<file path="src/rtl/mode_keys_scanner.sv">
// mode_keys_scanner
//   Front-panel key scanner for the tape-mode indicator path. It synchronises
//   and debounces the active-low LOAD and SAVE pushbuttons. Each confirmed
//   press steps the matching mode ID, and the ID wraps at MODES-1. A press on
//   one key while the other key is down is a combo: it clears both IDs to 0.
//
// Ports
//   i_clock          system clock (56.84 MHz)
//   i_reset          asynchronous reset, active-high
//   i_key_load_n     LOAD pushbutton, active-low, asynchronous to i_clock
//   i_key_save_n     SAVE pushbutton, active-low, asynchronous to i_clock
//   o_load_mode_id   load mode: 0 = normal_wav, 1 = turbo_tap
//   o_save_mode_id   save mode: 0 = normal_wav, 1 = turbo_tap, 2 = normal_tap
//   o_mode_changed   one-cycle pulse, coincident with a new ID write
//
// Build option
//   MODE_KEYS_AUTOREPEAT_EN : when defined, a held key auto-repeats.
//     The first repeat comes REPEAT_DELAY_CYCLES after the press event.
//     Later repeats follow every REPEAT_PERIOD_CYCLES.
//     With the macro undefined, each press gives exactly one step.
//
// Debug visibility: key_state_q holds both per-key FSM states.
//   Bit field [0] is LOAD and bit field [1] is SAVE.
//   Encoding: 0 IDLE, 1 PRESS_DB, 2 HELD, 3 RELEASE_DB.
module mode_keys_scanner #(
    parameter int DEBOUNCE_CYCLES      = 568400,
    parameter int LOAD_MODES           = 2,
    parameter int SAVE_MODES           = 3,
    parameter int REPEAT_DELAY_CYCLES  = 28420000,
    parameter int REPEAT_PERIOD_CYCLES = 11368000
) (
    input  logic       i_clock,
    input  logic       i_reset,
    input  logic       i_key_load_n,
    input  logic       i_key_save_n,
    output logic [1:0] o_load_mode_id,
    output logic [1:0] o_save_mode_id,
    output logic       o_mode_changed
);

    localparam logic [1:0] ST_IDLE       = 2'd0;
    localparam logic [1:0] ST_PRESS_DB   = 2'd1;
    localparam logic [1:0] ST_HELD       = 2'd2;
    localparam logic [1:0] ST_RELEASE_DB = 2'd3;

    // One counter width serves both the debounce and the hold counters.
    localparam int MAX_DR  = (DEBOUNCE_CYCLES > REPEAT_DELAY_CYCLES) ? DEBOUNCE_CYCLES : REPEAT_DELAY_CYCLES;
    localparam int MAX_CYC = (MAX_DR > REPEAT_PERIOD_CYCLES) ? MAX_DR : REPEAT_PERIOD_CYCLES;
    localparam int CW      = $clog2(MAX_CYC + 1);

    localparam logic [CW-1:0] DB_LAST   = CW'(DEBOUNCE_CYCLES - 1);
    localparam logic [1:0]    LOAD_LAST = 2'(LOAD_MODES - 1);
    localparam logic [1:0]    SAVE_LAST = 2'(SAVE_MODES - 1);

    // Index 0 = LOAD key, index 1 = SAVE key.
    logic [1:0]         sync1_q, sync1_d;
    logic [1:0]         sync2_q, sync2_d;
    logic [1:0]         key_k;
    logic [1:0][1:0]    key_state_q, key_state_d;
    logic [1:0][CW-1:0] db_cnt_q, db_cnt_d;
    logic [1:0]         press_evt;
    logic [1:0]         rep_evt;
    logic [1:0]         busy;
    logic [1:0]         step_evt;
    logic               clear_all;
    logic [1:0]         load_id_q, load_id_d;
    logic [1:0]         save_id_q, save_id_d;
    logic               changed_q, changed_d;

    // Two-flop synchroniser, then invert to an active-high "pressed" level.
    assign sync1_d = {i_key_save_n, i_key_load_n};
    assign sync2_d = sync1_q;
    assign key_k   = ~sync2_q;

    // Per-key debounce FSM. The press event is a Mealy output on the
    // PRESS_DB -> HELD transition, so the ID register updates one cycle later.
    always_comb begin
        for (int i = 0; i < 2; i++) begin
            key_state_d[i[0]] = key_state_q[i[0]];
            db_cnt_d[i[0]]    = db_cnt_q[i[0]];
            press_evt[i[0]]   = 1'b0;
            busy[i[0]]        = (key_state_q[i[0]] == ST_HELD) || (key_state_q[i[0]] == ST_RELEASE_DB);
            case (key_state_q[i[0]])
                ST_IDLE: begin
                    db_cnt_d[i[0]] = '0;
                    if (key_k[i[0]]) key_state_d[i[0]] = ST_PRESS_DB;
                end
                ST_PRESS_DB: begin
                    if (!key_k[i[0]]) begin
                        key_state_d[i[0]] = ST_IDLE;
                        db_cnt_d[i[0]]    = '0;
                    end else if (db_cnt_q[i[0]] == DB_LAST) begin
                        key_state_d[i[0]] = ST_HELD;
                        db_cnt_d[i[0]]    = '0;
                        press_evt[i[0]]   = 1'b1;
                    end else begin
                        db_cnt_d[i[0]] = db_cnt_q[i[0]] + CW'(1);
                    end
                end
                ST_HELD: begin
                    if (!key_k[i[0]]) begin
                        key_state_d[i[0]] = ST_RELEASE_DB;
                        db_cnt_d[i[0]]    = '0;
                    end
                end
                default: begin // ST_RELEASE_DB
                    if (key_k[i[0]]) begin
                        key_state_d[i[0]] = ST_HELD;
                        db_cnt_d[i[0]]    = '0;
                    end else if (db_cnt_q[i[0]] == DB_LAST) begin
                        key_state_d[i[0]] = ST_IDLE;
                        db_cnt_d[i[0]]    = '0;
                    end else begin
                        db_cnt_d[i[0]] = db_cnt_q[i[0]] + CW'(1);
                    end
                end
            endcase
        end
    end

    // Combo: both presses land together, or one key is pressed while the
    // other key is still down (HELD or still debouncing its release).
    assign clear_all = (press_evt[0] & (press_evt[1] | busy[1])) | (press_evt[1] & busy[0]);

`ifdef MODE_KEYS_AUTOREPEAT_EN
    localparam logic [CW-1:0] DLY_LAST = CW'(REPEAT_DELAY_CYCLES - 1);
    localparam logic [CW-1:0] PER_LAST = CW'(REPEAT_PERIOD_CYCLES - 1);

    logic [1:0][CW-1:0] hold_cnt_q, hold_cnt_d;
    logic [1:0]         rep_phase_q, rep_phase_d;  // 0: initial delay, 1: periodic
    logic               combo_lock_q, combo_lock_d;

    // Hold counters run only while a key stays in HELD, the other key is up,
    // and no combo is pending. Any interruption restarts the initial delay.
    always_comb begin
        combo_lock_d = combo_lock_q;
        if (clear_all) begin
            combo_lock_d = 1'b1;
        end else if (key_state_q[0] == ST_IDLE && key_state_q[1] == ST_IDLE) begin
            combo_lock_d = 1'b0;
        end
        for (int i = 0; i < 2; i++) begin
            hold_cnt_d[i[0]]  = hold_cnt_q[i[0]];
            rep_phase_d[i[0]] = rep_phase_q[i[0]];
            rep_evt[i[0]]     = 1'b0;
            if (key_state_q[i[0]] != ST_HELD || key_state_d[i[0]] != ST_HELD ||
                combo_lock_q || busy[~i[0]]) begin
                hold_cnt_d[i[0]]  = '0;
                rep_phase_d[i[0]] = 1'b0;
            end else if (hold_cnt_q[i[0]] == (rep_phase_q[i[0]] ? PER_LAST : DLY_LAST)) begin
                hold_cnt_d[i[0]]  = '0;
                rep_phase_d[i[0]] = 1'b1;
                rep_evt[i[0]]     = 1'b1;
            end else begin
                hold_cnt_d[i[0]] = hold_cnt_q[i[0]] + CW'(1);
            end
        end
    end

    always_ff @(posedge i_clock or posedge i_reset) begin
        if (i_reset) begin
            hold_cnt_q   <= '0;
            rep_phase_q  <= '0;
            combo_lock_q <= 1'b0;
        end else begin
            hold_cnt_q   <= hold_cnt_d;
            rep_phase_q  <= rep_phase_d;
            combo_lock_q <= combo_lock_d;
        end
    end
`else
    assign rep_evt = 2'b00;
`endif

    assign step_evt = press_evt | rep_evt;

    // A clear takes priority over any step, so each register sees at most one
    // write per cycle and only one change pulse is raised.
    always_comb begin
        load_id_d = load_id_q;
        save_id_d = save_id_q;
        changed_d = 1'b0;
        if (clear_all) begin
            load_id_d = 2'd0;
            save_id_d = 2'd0;
            changed_d = 1'b1;
        end else begin
            if (step_evt[0]) load_id_d = (load_id_q == LOAD_LAST) ? 2'd0 : load_id_q + 2'd1;
            if (step_evt[1]) save_id_d = (save_id_q == SAVE_LAST) ? 2'd0 : save_id_q + 2'd1;
            changed_d = |step_evt;
        end
    end

    always_ff @(posedge i_clock or posedge i_reset) begin
        if (i_reset) begin
            sync1_q     <= 2'b11;
            sync2_q     <= 2'b11;
            key_state_q <= {ST_IDLE, ST_IDLE};
            db_cnt_q    <= '0;
            load_id_q   <= 2'd0;
            save_id_q   <= 2'd0;
            changed_q   <= 1'b0;
        end else begin
            sync1_q     <= sync1_d;
            sync2_q     <= sync2_d;
            key_state_q <= key_state_d;
            db_cnt_q    <= db_cnt_d;
            load_id_q   <= load_id_d;
            save_id_q   <= save_id_d;
            changed_q   <= changed_d;
        end
    end

    assign o_load_mode_id = load_id_q;
    assign o_save_mode_id = save_id_q;
    assign o_mode_changed = changed_q;

endmodule

</file>
<file path="config.mk">
export PLATFORM = sky130hd
export DESIGN_NAME = mode_keys_scanner
export DESIGN_NICKNAME = d
export VERILOG_FILES = /design/src/rtl/mode_keys_scanner.sv
export SDC_FILE = /design/constraint.sdc
export NUM_CORES = 1
export LEC_CHECK = 0
export CAP_MARGIN = 20
export CORE_UTILIZATION = 50
export DETAILED_ROUTE_END_ITERATION = 16
export PLACE_DENSITY = 0.69
export SLEW_MARGIN = 10
export SYNTH_ARGS = -nofsm -noshare
export SYNTH_HDL_FRONTEND = slang
export SYNTH_SLANG_ARGS = --single-unit
</file>
<file path="constraint.sdc">
create_clock -name i_clock -period 4.6 [get_ports i_clock]
set_input_delay 0.46 -clock i_clock [delete_from_list [all_inputs] [get_ports i_clock]]
set_output_delay 0.46 -clock i_clock [all_outputs]
set_load 0.05 [all_outputs]
</file>
**After elaboration in Yosys (flattened, before gate mapping)**

Cells that the tools add are included.

- Bits in registers: 63
- Output and inout bits: 5

- Add/sub/neg operators: 4
- Equal/unequal tests: 16
- Mux-type cells: 37
- Bitwise operators: 5
- Reductions and logical operators: 11

Operators with widths:

| kind | number |
|---|---|
| 25-bit 2-to-1 mux | 8 |
| 25-bit one-hot mux with 3 select lines | 2 |
| 25-bit by 1-bit adder with 25-bit output (second input constant) | 2 |
| 25-bit by 20-bit equality test with 1-bit output (second input constant) | 2 |
| 2-bit 2-to-1 mux | 18 |
| 2-bit one-hot mux with 3 select lines | 2 |
| 2-bit equality test (second input constant) | 5 |
| 2-bit != test (second input constant) | 4 |
| 4-bit AND reduction | 2 |
| 4-bit nonzero test | 2 |
| 1-bit 2-to-1 mux | 7 |
| 2-bit by 1-bit equality test with 1-bit output (second input constant) | 3 |
| 3-bit != test (second input constant) | 2 |
| 2-bit by 1-bit adder with 2-bit output (second input constant) | 2 |
| 2-bit logical NOT | 2 |
| 2-bit nonzero test | 2 |
| 1-bit AND | 2 |
| 1-bit logical OR | 2 |
| 2-bit inverter | 1 |
| 1-bit OR | 2 |
| 2-bit OR reduction | 1 |

**Longest topological paths before layout**

Gate-level depths: netlist of the first run.

- Depth after elaboration: 8
- Gate-level depth with buffers: 7
- Depth with buffers taken out: 6

**Worst setup path after synthesis of the first run**

Ideal clock, no wire load.

- Path type: flip-flop to flip-flop
- From: register db_cnt_q[12] (netlist bit)
- To: register load_id_q[0], in the netlist o_load_mode_id[0]
- Setup time: 132 ps
- Arrival: 1724 ps
- Data required time: 4468 ps
- Path slack: 2744 ps
- Stages on the path, launching flop included: 7
- Buffers on the path: 1
- Clock period less this slack: 1856 ps
- Path through: dfrtp_1 nor4b_1 nand4_1 or4_1 buf_2 mux2i_1 o22ai_1

- Longest elaborated chain between the ends: 7

Ends and longest elaborated chain:

| what | RTL line | text |
|---|---|---|
| start, declared | 60 | `logic [1:0][CW-1:0] db_cnt_q, db_cnt_d;` |
| start signal, assigned | 207 | `db_cnt_q <= db_cnt_d;` |
| 25-bit by 20-bit equality test with 1-bit output * | 92 | `end else if (db_cnt_q[i[0]] == DB_LAST) begin` |
| 1-bit 2-to-1 mux * | 92 |  |
| 1-bit 2-to-1 mux * | 89 | `if (!key_k[i[0]]) begin` |
| 1-bit 2-to-1 mux * | 83 | `case (key_state_q[i[0]])` |
| 1-bit AND | 123 | `assign clear_all = (press_evt[0] & (press_evt[1] \| busy[1])) \| (press_evt[1] & busy[0]);` |
| 1-bit OR | 123 |  |
| 2-bit 2-to-1 mux or 2-bit nonzero test (tied branches) | - |  |
| end signal, assigned | 208 | `load_id_q <= load_id_d;` |
| end, declared | 66 | `logic [1:0] load_id_q, load_id_d;` |

Mark *: on every way between the ends. The rest lies on a longest branch, timed or not.
A chain may end at the register's enable or synchronous reset.

**Final worst setup path of the first run**

- From: register db_cnt_q[12] (netlist bit)
- To: register db_cnt_q[15] (netlist bit)

- Longest elaborated chain between the ends: 4

Ends and longest elaborated chain:

| what | RTL line |
|---|---|
| 25-bit by 1-bit adder with 25-bit output or 25-bit by 20-bit equality test with 1-bit output (tied branches) | - |
| 25-bit 2-to-1 mux * | 92, 110 |
| 25-bit 2-to-1 mux (on tied branches) | 107, 89 |
| 25-bit one-hot mux with 3 select lines * | 83 |

Marks and branches as above.

==> summary.txt, run 1 <==
======================================================================================
Top cell family by delay on the critical path                             simple AND/OR/NAND/NOR gates
Number of max-cap violations                                                         0
Max-slew headroom                                                               49.07%
Area of the mapped netlist                                                   3181 um^2
Area Overhead vs Synth                                                          12.12%
Overall track demand over capacity in global routing                            19.28%
Endpoint with the worst hold slack                                        sync2_q[0]$_DFF_PP1_
Number of hold buffers added after CTS                                               0
Number of instances in the synthesized netlist                                     331
Placeable Area                                                               6026 um^2
Hold path depth                                                                      0
Seq cells post-synth                                                                63
Clk Tree Root Cell                                                        sky130_fd_sc_hd__clkbuf_8
Count of TritonRoute iterations in the first routing pass                            4
Number of buffers on the longest clock path                                          2
Global route total overflow                                                          0
Area share of the leading cell type in the synthesized netlist                  46.42%
Total number of nets in the final design                                           348
Count of cells resized by post-cts repair                                            0
Count of flip-flops with a built-in enable after synthesis                           0
Worst Skew                                                                    9.764 ps
Final hold slack                                                              357.9 ps
Number of ports placed on the die boundary                                           9
Period Utilization, post-route                                                  54.11%
Synth area leader                                                         sky130_fd_sc_hd__dfrtp_1
Worst-Margin Slew                                                             764.0 ps
Busiest layer in global routing                                                   met2
Post-placement cell count                                                          406
Setup bufs post-CTS                                                                  0
Total setup violations reported at the end of the flow                               0
Layout cells sized above 1                                                      8.357%
Crit Reg-Reg Startpoint                                                   db_cnt_q[12]$_DFFE_PP0P_
Vertical die dimension                                                        81.76 um
Via count of the first global-routing pass                                        2149
Worst Setup Start Kind                                                       flip-flop
Register-to-register setup slack                                               2110 ps
Power density over the cells                                              330.2 nW/um^2
Combinational family with the most area after synthesis                   simple AND/OR/NAND/NOR gates
Initial DRC count                                                                  129
Final antenna-violating net count                                                    0
Clock tree from TritonCTS                                                         done
Top cells by instance count after synthesis                               66 x sky130_fd_sc_hd__nor2_1, 59 x sky130_fd_sc_hd__dfrtp_1, 37 x sky130_fd_sc_hd__xor2_1
Total number of vias                                                              2331
Post-synthesis net count                                                           337
WP buf/inv                                                                           0
Syn avg cell area                                                           9.609 um^2
Number of remaining DRC errors                                                       0
Met3 capacity usage during global routing                                       3.667%
Reg-to-reg endpoint                                                       db_cnt_q[15]$_DFFE_PP0P_
TritonCTS sink count                                                                63
Diodes inserted                                                                      0
Number of clock buffers inserted by TritonCTS                                        9
Htree depth                                                                          3
Maximum number of pins on one net before global-route repair                        64
Die Outline Area                                                             6684 um^2
Endpoints failing hold                                                               0
Worst min-delay path category                                                  reg2reg
CTS clk-pin slew, worst paths                                                    70 ps
Layout Cells excl Fill                                                             422
Weighted congestion reported at the end of routability-driven placement         0.7596
Met1 Use GR                                                                     27.68%
Yosys warning count                                                                  0
Worst setup EP type                                                          flip-flop
First-pass GRT wire length                                                     9694 um
Die X-Extent                                                                  81.76 um
Tot Pwr                                                                       1.177 mW
Clk Latency, worst-skew pair                                                    330 ps
Setup repair after global routing missed its margin                              false
Post-layout instance area                                                    3566 um^2
Leading register cell type out of synthesis                               sky130_fd_sc_hd__dfrtp_1
Critical-path cell with the highest stage delay                           sky130_fd_sc_hd__o211a_1
Number of input and output port buffers inserted                                     8
Required @ worst endpoint                                                      4780 ps
Min cycle time layout                                                          2489 ps
Synthesized-area fraction occupied by adder cells                              0.7868%
Post-detailed-placement cell area                                            3319 um^2
Biggest fanout along the worst timing path                                          24
Hold path startpoint                                                      sync1_q[0]$_DFF_PP1_
Final Slew Violations                                                                0
Number of cell instances on the worst register-to-register path                      5
Source of the critical timing path                                        db_cnt_q[12]$_DFFE_PP0P_
Detailed placer's ending HPWL                                                  3703 um
Delay of the slowest critical-path stage                                        720 ps
M2 GR Usage                                                                     28.26%
Type of the setup path with the least slack                                    reg2reg
Area share of xor/xnor cells in the synthesized design                          12.94%
Synthesized-area fraction occupied by and/or/nand/nor cells                     28.52%
Most common cell in the synthesized netlist                               sky130_fd_sc_hd__nor2_1
Static leakage                                                                1.474 nW
Aggregate routed wire length                                                   5665 um
Highest clock rate                                                           401.8 MHz
Mux contribution to synthesized area                                           0.9441%
Number of distinct library cells after synthesis                                    42
Via density                                                                      5.524
Top area cells in the synthesized netlist                                 sky130_fd_sc_hd__dfrtp_1 46%, sky130_fd_sc_hd__xor2_1 10%, sky130_fd_sc_hd__nor2_1 7.8%
Data arrival, critical path                                                    2660 ps
Share of the synthesized area in compound gates (AO/OA/AOI/OAI)                 4.563%
Cells along the critical path                                             nor4b_1 > nand4_1 > nor3_1 > o211a_1 > nor2_1
Share of synthesized flip-flops with an asynchronous set or reset               100.0%
Run status                                                                   completed
Number of antenna violations at the first check in global routing                    0
Initial Utilization                                                             52.78%
Highest ir drop seen on vdd                                                  0.1786 mV
Total Neg Setup Slack                                                             0 ps
Sequential element share of the synthesized area                                49.72%
Wirelength per Cell                                                           13.42 um
Number of placement rows                                                            28
======================================================================================
per-stage QoR:
step | util [%] | worst slack (ps)
2_1_floorplan | - | 2577
3_3_place_gp | 55.09 | 2178
3_5_place_dp | 55.09 | 2137
4_1_cts | 59.18 | 2127
5_1_grt | 59.18 | 1913
6_report | 59.18 | 2111
routing by layer:
| layer | vias to the layer above | routed length (um) |
|---|---|---|
| met1 | 1108 | 2923 |
| met5 | - | 0 |
| met3 | 8 | 150 |
| met2 | 43 | 2509 |
| met4 | 0 | 82 |
| li1 | 1172 | - |
state kept, by name, summed over array words and instances (netlist names), named ones only:
signal / flops
db_cnt_q: 50
key_state_q: 2
o_load_mode_id: 2
o_mode_changed: 1
o_save_mode_id: 2
sync1_q: 2
sync2_q: 2
where the power goes:
part / switching [mW] / internal, mW
sequential: 0.00536 / 0.560
clock: 0.209 / 0.375
combinational: 0.0202 / 0.00778
layout make-up:
| type | count | area [um^2] |
|---|---|---|
| sequential | 63 | 1582 |
| clock buffer | 11 | 141.4 |
| tap | 75 | 93.84 |
| clock inverter | 5 | 105.1 |
| inverter | 8 | 30.03 |
| timing repair buffer | 10 | 95.09 |
| multi-input combinational | 250 | 1519 |
| fill | 526 | 2460 |
worst max path at each step:
stage                               end  slack [ps]  cells after the start
5_1_grt         db_cnt_q[9]$_DFFE_PP0P_        1910                      5
4_1_cts        db_cnt_q[15]$_DFFE_PP0P_        2130                      5
2_1_floorplan                 async pin        2580                      1
6_report       db_cnt_q[15]$_DFFE_PP0P_        2110                      5
3_5_place_dp   db_cnt_q[23]$_DFFE_PP0P_        2140                      5
3_3_place_gp   db_cnt_q[14]$_DFFE_PP0P_        2180                      5
cells by family after synthesis:
logic type / after synthesis
DFF: 63
and+or+nand+nor: 178
muxes: 3
AOI/OAI and AO/OA: 20
xor gates and xnor gates: 47
adders and majority gates: 2
buffers and inverters: 18
worst reg2reg max path, cell delays in order (launching register included):
cell	delay, ps
sky130_fd_sc_hd__dfrtp_1	450
sky130_fd_sc_hd__nor4b_1	360
sky130_fd_sc_hd__nand4_1	210
sky130_fd_sc_hd__nor3_1	480
sky130_fd_sc_hd__o211a_1	720
sky130_fd_sc_hd__nor2_1	130
cells in the final DEF (no fill, tap or decap), drive strengths merged, types with 7 or more instances in the layout:
master         count
clkdlybuf4s50      8
and3              10
nand4             18
nand2             25
dfrtp             59
nand3             28
nor4b              7
nor2              66
xor2              37
xnor2             10
clkbuf            11
inv                8
No activity file was read; power rests on OpenSTA's default activity.
==> run 2: changes to the inputs <==
clock period = 2.3 ns   (was 4.6 ns; I/O delays follow)
==> run 2 against run 1 <==
Wire length is 6.0% higher. Via count is 1.7% higher. Global-route usage is 1.4 points higher. Cell area is 0.63% higher. Die area stayed put. Register-to-register slack worse by 2000 ps. Worst hold slack worse by 150 ps. Clock-buffer cell count is 1 lower. Core utilization is 0.37 points higher. Clock skew is 1.8 ps higher. Largest power group is now sequential cells.
==> summary.txt, run 2 (synthesis results as in run 1) <==
======================================================================================
Final Slew Violations                                                                0
Max-slew headroom                                                               60.46%
First-pass GRT wire length                                                    10380 um
Count of cells resized by post-cts repair                                            0
Layout cells sized above 1                                                      10.67%
Highest clock rate                                                           466.4 MHz
Htree depth                                                                          3
Final hold slack                                                              208.4 ps
Most common library cell in the layout ignoring fill and taps             sky130_fd_sc_hd__nor2_1
Worst Skew                                                                    11.52 ps
Number of buffers on the longest clock path                                          2
Most frequent cells in the layout                                         66 x sky130_fd_sc_hd__nor2_1, 59 x sky130_fd_sc_hd__dfrtp_1, 37 x sky130_fd_sc_hd__xor2_1
Type of the setup path with the least slack                                    reg2reg
Die Outline Area                                                             6684 um^2
Largest register FFs                                                                50
Number of ports placed on the die boundary                                           9
Number of input and output port buffers inserted                                     8
Number of antenna violations at the first check in global routing                    0
Worst Setup Start Kind                                                       flip-flop
Diodes inserted                                                                      0
Period Utilization, post-route                                                  93.22%
Power density over the cells                                              590.1 nW/um^2
Via count of the first global-routing pass                                        2249
Endpoints failing hold                                                               0
Number of placement rows                                                            28
Overall track demand over capacity in global routing                            20.72%
Required @ worst endpoint                                                      2490 ps
Worst min-delay path category                                                 in2async
Run status                                                                   completed
Vertical die dimension                                                        81.76 um
Area Overhead vs Synth                                                          12.82%
Static leakage                                                                1.505 nW
Post-route worst setup slack                                                  156.0 ps
Die X-Extent                                                                  81.76 um
Initial DRC count                                                                  152
Clk Tree Root Cell                                                        sky130_fd_sc_hd__clkbuf_8
Initial Utilization                                                             52.78%
Aggregate routed wire length                                                   6004 um
Wirelength per Cell                                                           13.93 um
Count of TritonRoute iterations in the first routing pass                            4
Detailed placer's ending HPWL                                                  4047 um
Maximum number of pins on one net before global-route repair                        30
Worst setup timing slack at the placement stage                               184.8 ps
Via density                                                                      5.501
Clk Latency, worst-skew pair                                                    330 ps
Worst setup EP type                                                          flip-flop
Final core area utilization                                                     59.55%
Setup bufs post-CTS                                                                  0
Min cycle time layout                                                          2144 ps
Number of max-cap violations                                                         0
TritonCTS sink count                                                                63
Highest ir drop seen on vdd                                                  0.4054 mV
Clock tree from TritonCTS                                                         done
Setup repair after global routing missed its margin                               true
Total number of nets in the final design                                           357
Data arrival, critical path                                                    2340 ps
Final antenna-violating net count                                                    0
Register-to-register setup slack                                                160 ps
Biggest fanout along the worst timing path                                           8
Total Neg Setup Slack                                                             0 ps
CTS clk-pin slew, worst paths                                                    80 ps
Worst-Margin Slew                                                             590.9 ps
Total setup violations reported at the end of the flow                               0
Number of remaining DRC errors                                                       0
Number of clock buffers inserted by TritonCTS                                        9
Weighted congestion reported at the end of routability-driven placement         0.8135
Global route total overflow                                                          0
Number of hold buffers added after CTS                                               0
Total number of vias                                                              2371
Top reg by flops                                                              db_cnt_q
Placeable Area                                                               6026 um^2
======================================================================================
[run 2: cell types whose count changed in the layout (fill, tap and decap cells not counted), sizes merged]
cell and delta:
buf +9, clkinv +4, bufinv -2, clkbuf -1, clkinvlp -1
[run 2: worst max-delay path: stages (launching register included)]
cell                       delay, ps
sky130_fd_sc_hd__dfrtp_1         440
sky130_fd_sc_hd__nor4b_1         340
sky130_fd_sc_hd__nand4_1         200
sky130_fd_sc_hd__or4_1           700
sky130_fd_sc_hd__o21ai_0         220
sky130_fd_sc_hd__a21boi_0        100
[run 2: worst paths after layout]
| kind | startpoint | end | depth (start not counted) |
|---|---|---|---|
| worst max-delay path | db_cnt_q[5]$_DFFE_PP0P_ | o_load_mode_id[1]$_DFFE_PP0P_ | 5 |
| worst min-delay path | i_reset | db_cnt_q[37]$_DFFE_PP0P_ | 2 |
| worst max register to register | db_cnt_q[5]$_DFFE_PP0P_ | o_load_mode_id[1]$_DFFE_PP0P_ | 5 |
| worst min register to register | sync1_q[0]$_DFF_PP1_ | sync2_q[0]$_DFF_PP1_ | 0 |
| max in group asynchronous | i_reset | sync2_q[1]$_DFF_PP1_ | 3 |
| min in group i_clock | i_key_save_n | sync1_q[1]$_DFF_PP1_ | 1 |
[run 2: layout make-up]
cell class	count	area [um^2]
repair buffers	19	175.2
inverters	8	30.03
well taps	75	93.84
multi-input cells	250	1519
clock inverters	6	61.31
clock buffers	10	127.6
flip-flops and latches	63	1582
fillers	552	2437
[run 2: metal layers]
metal | share of wire (%) | GRT usage [%] | up-vias | wire (um)
met1 | 50 | 28.96 | 1145 | 2989
met2 | 47 | 30.74 | 36 | 2822
met5 | 0 | 0 | - | 0
met4 | 0 | 10.70 | 0 | 0
met3 | 3.2 | 3.556 | 0 | 192
li1 | - | - | 1190 | -
[run 2: through the flow]
stage               cell area [um^2]  power (mW)  instances
floorplan                       3181       1.191        331
global placement                3400       1.216        415
detailed placement              3400       1.218        415
CTS                             3588       2.145        431
global route                    3588       2.200        431
finish                          3588       2.117        431
[run 2: report_power, final]
part / leakage (nW) / internal (mW) / switching, mW
sequential: 0.860 / 1.12 / 0.0105
combinational: 0.549 / 0.0213 / 0.0432
clock: 0.0960 / 0.497 / 0.427
total: 1.51 / 1.64 / 0.480
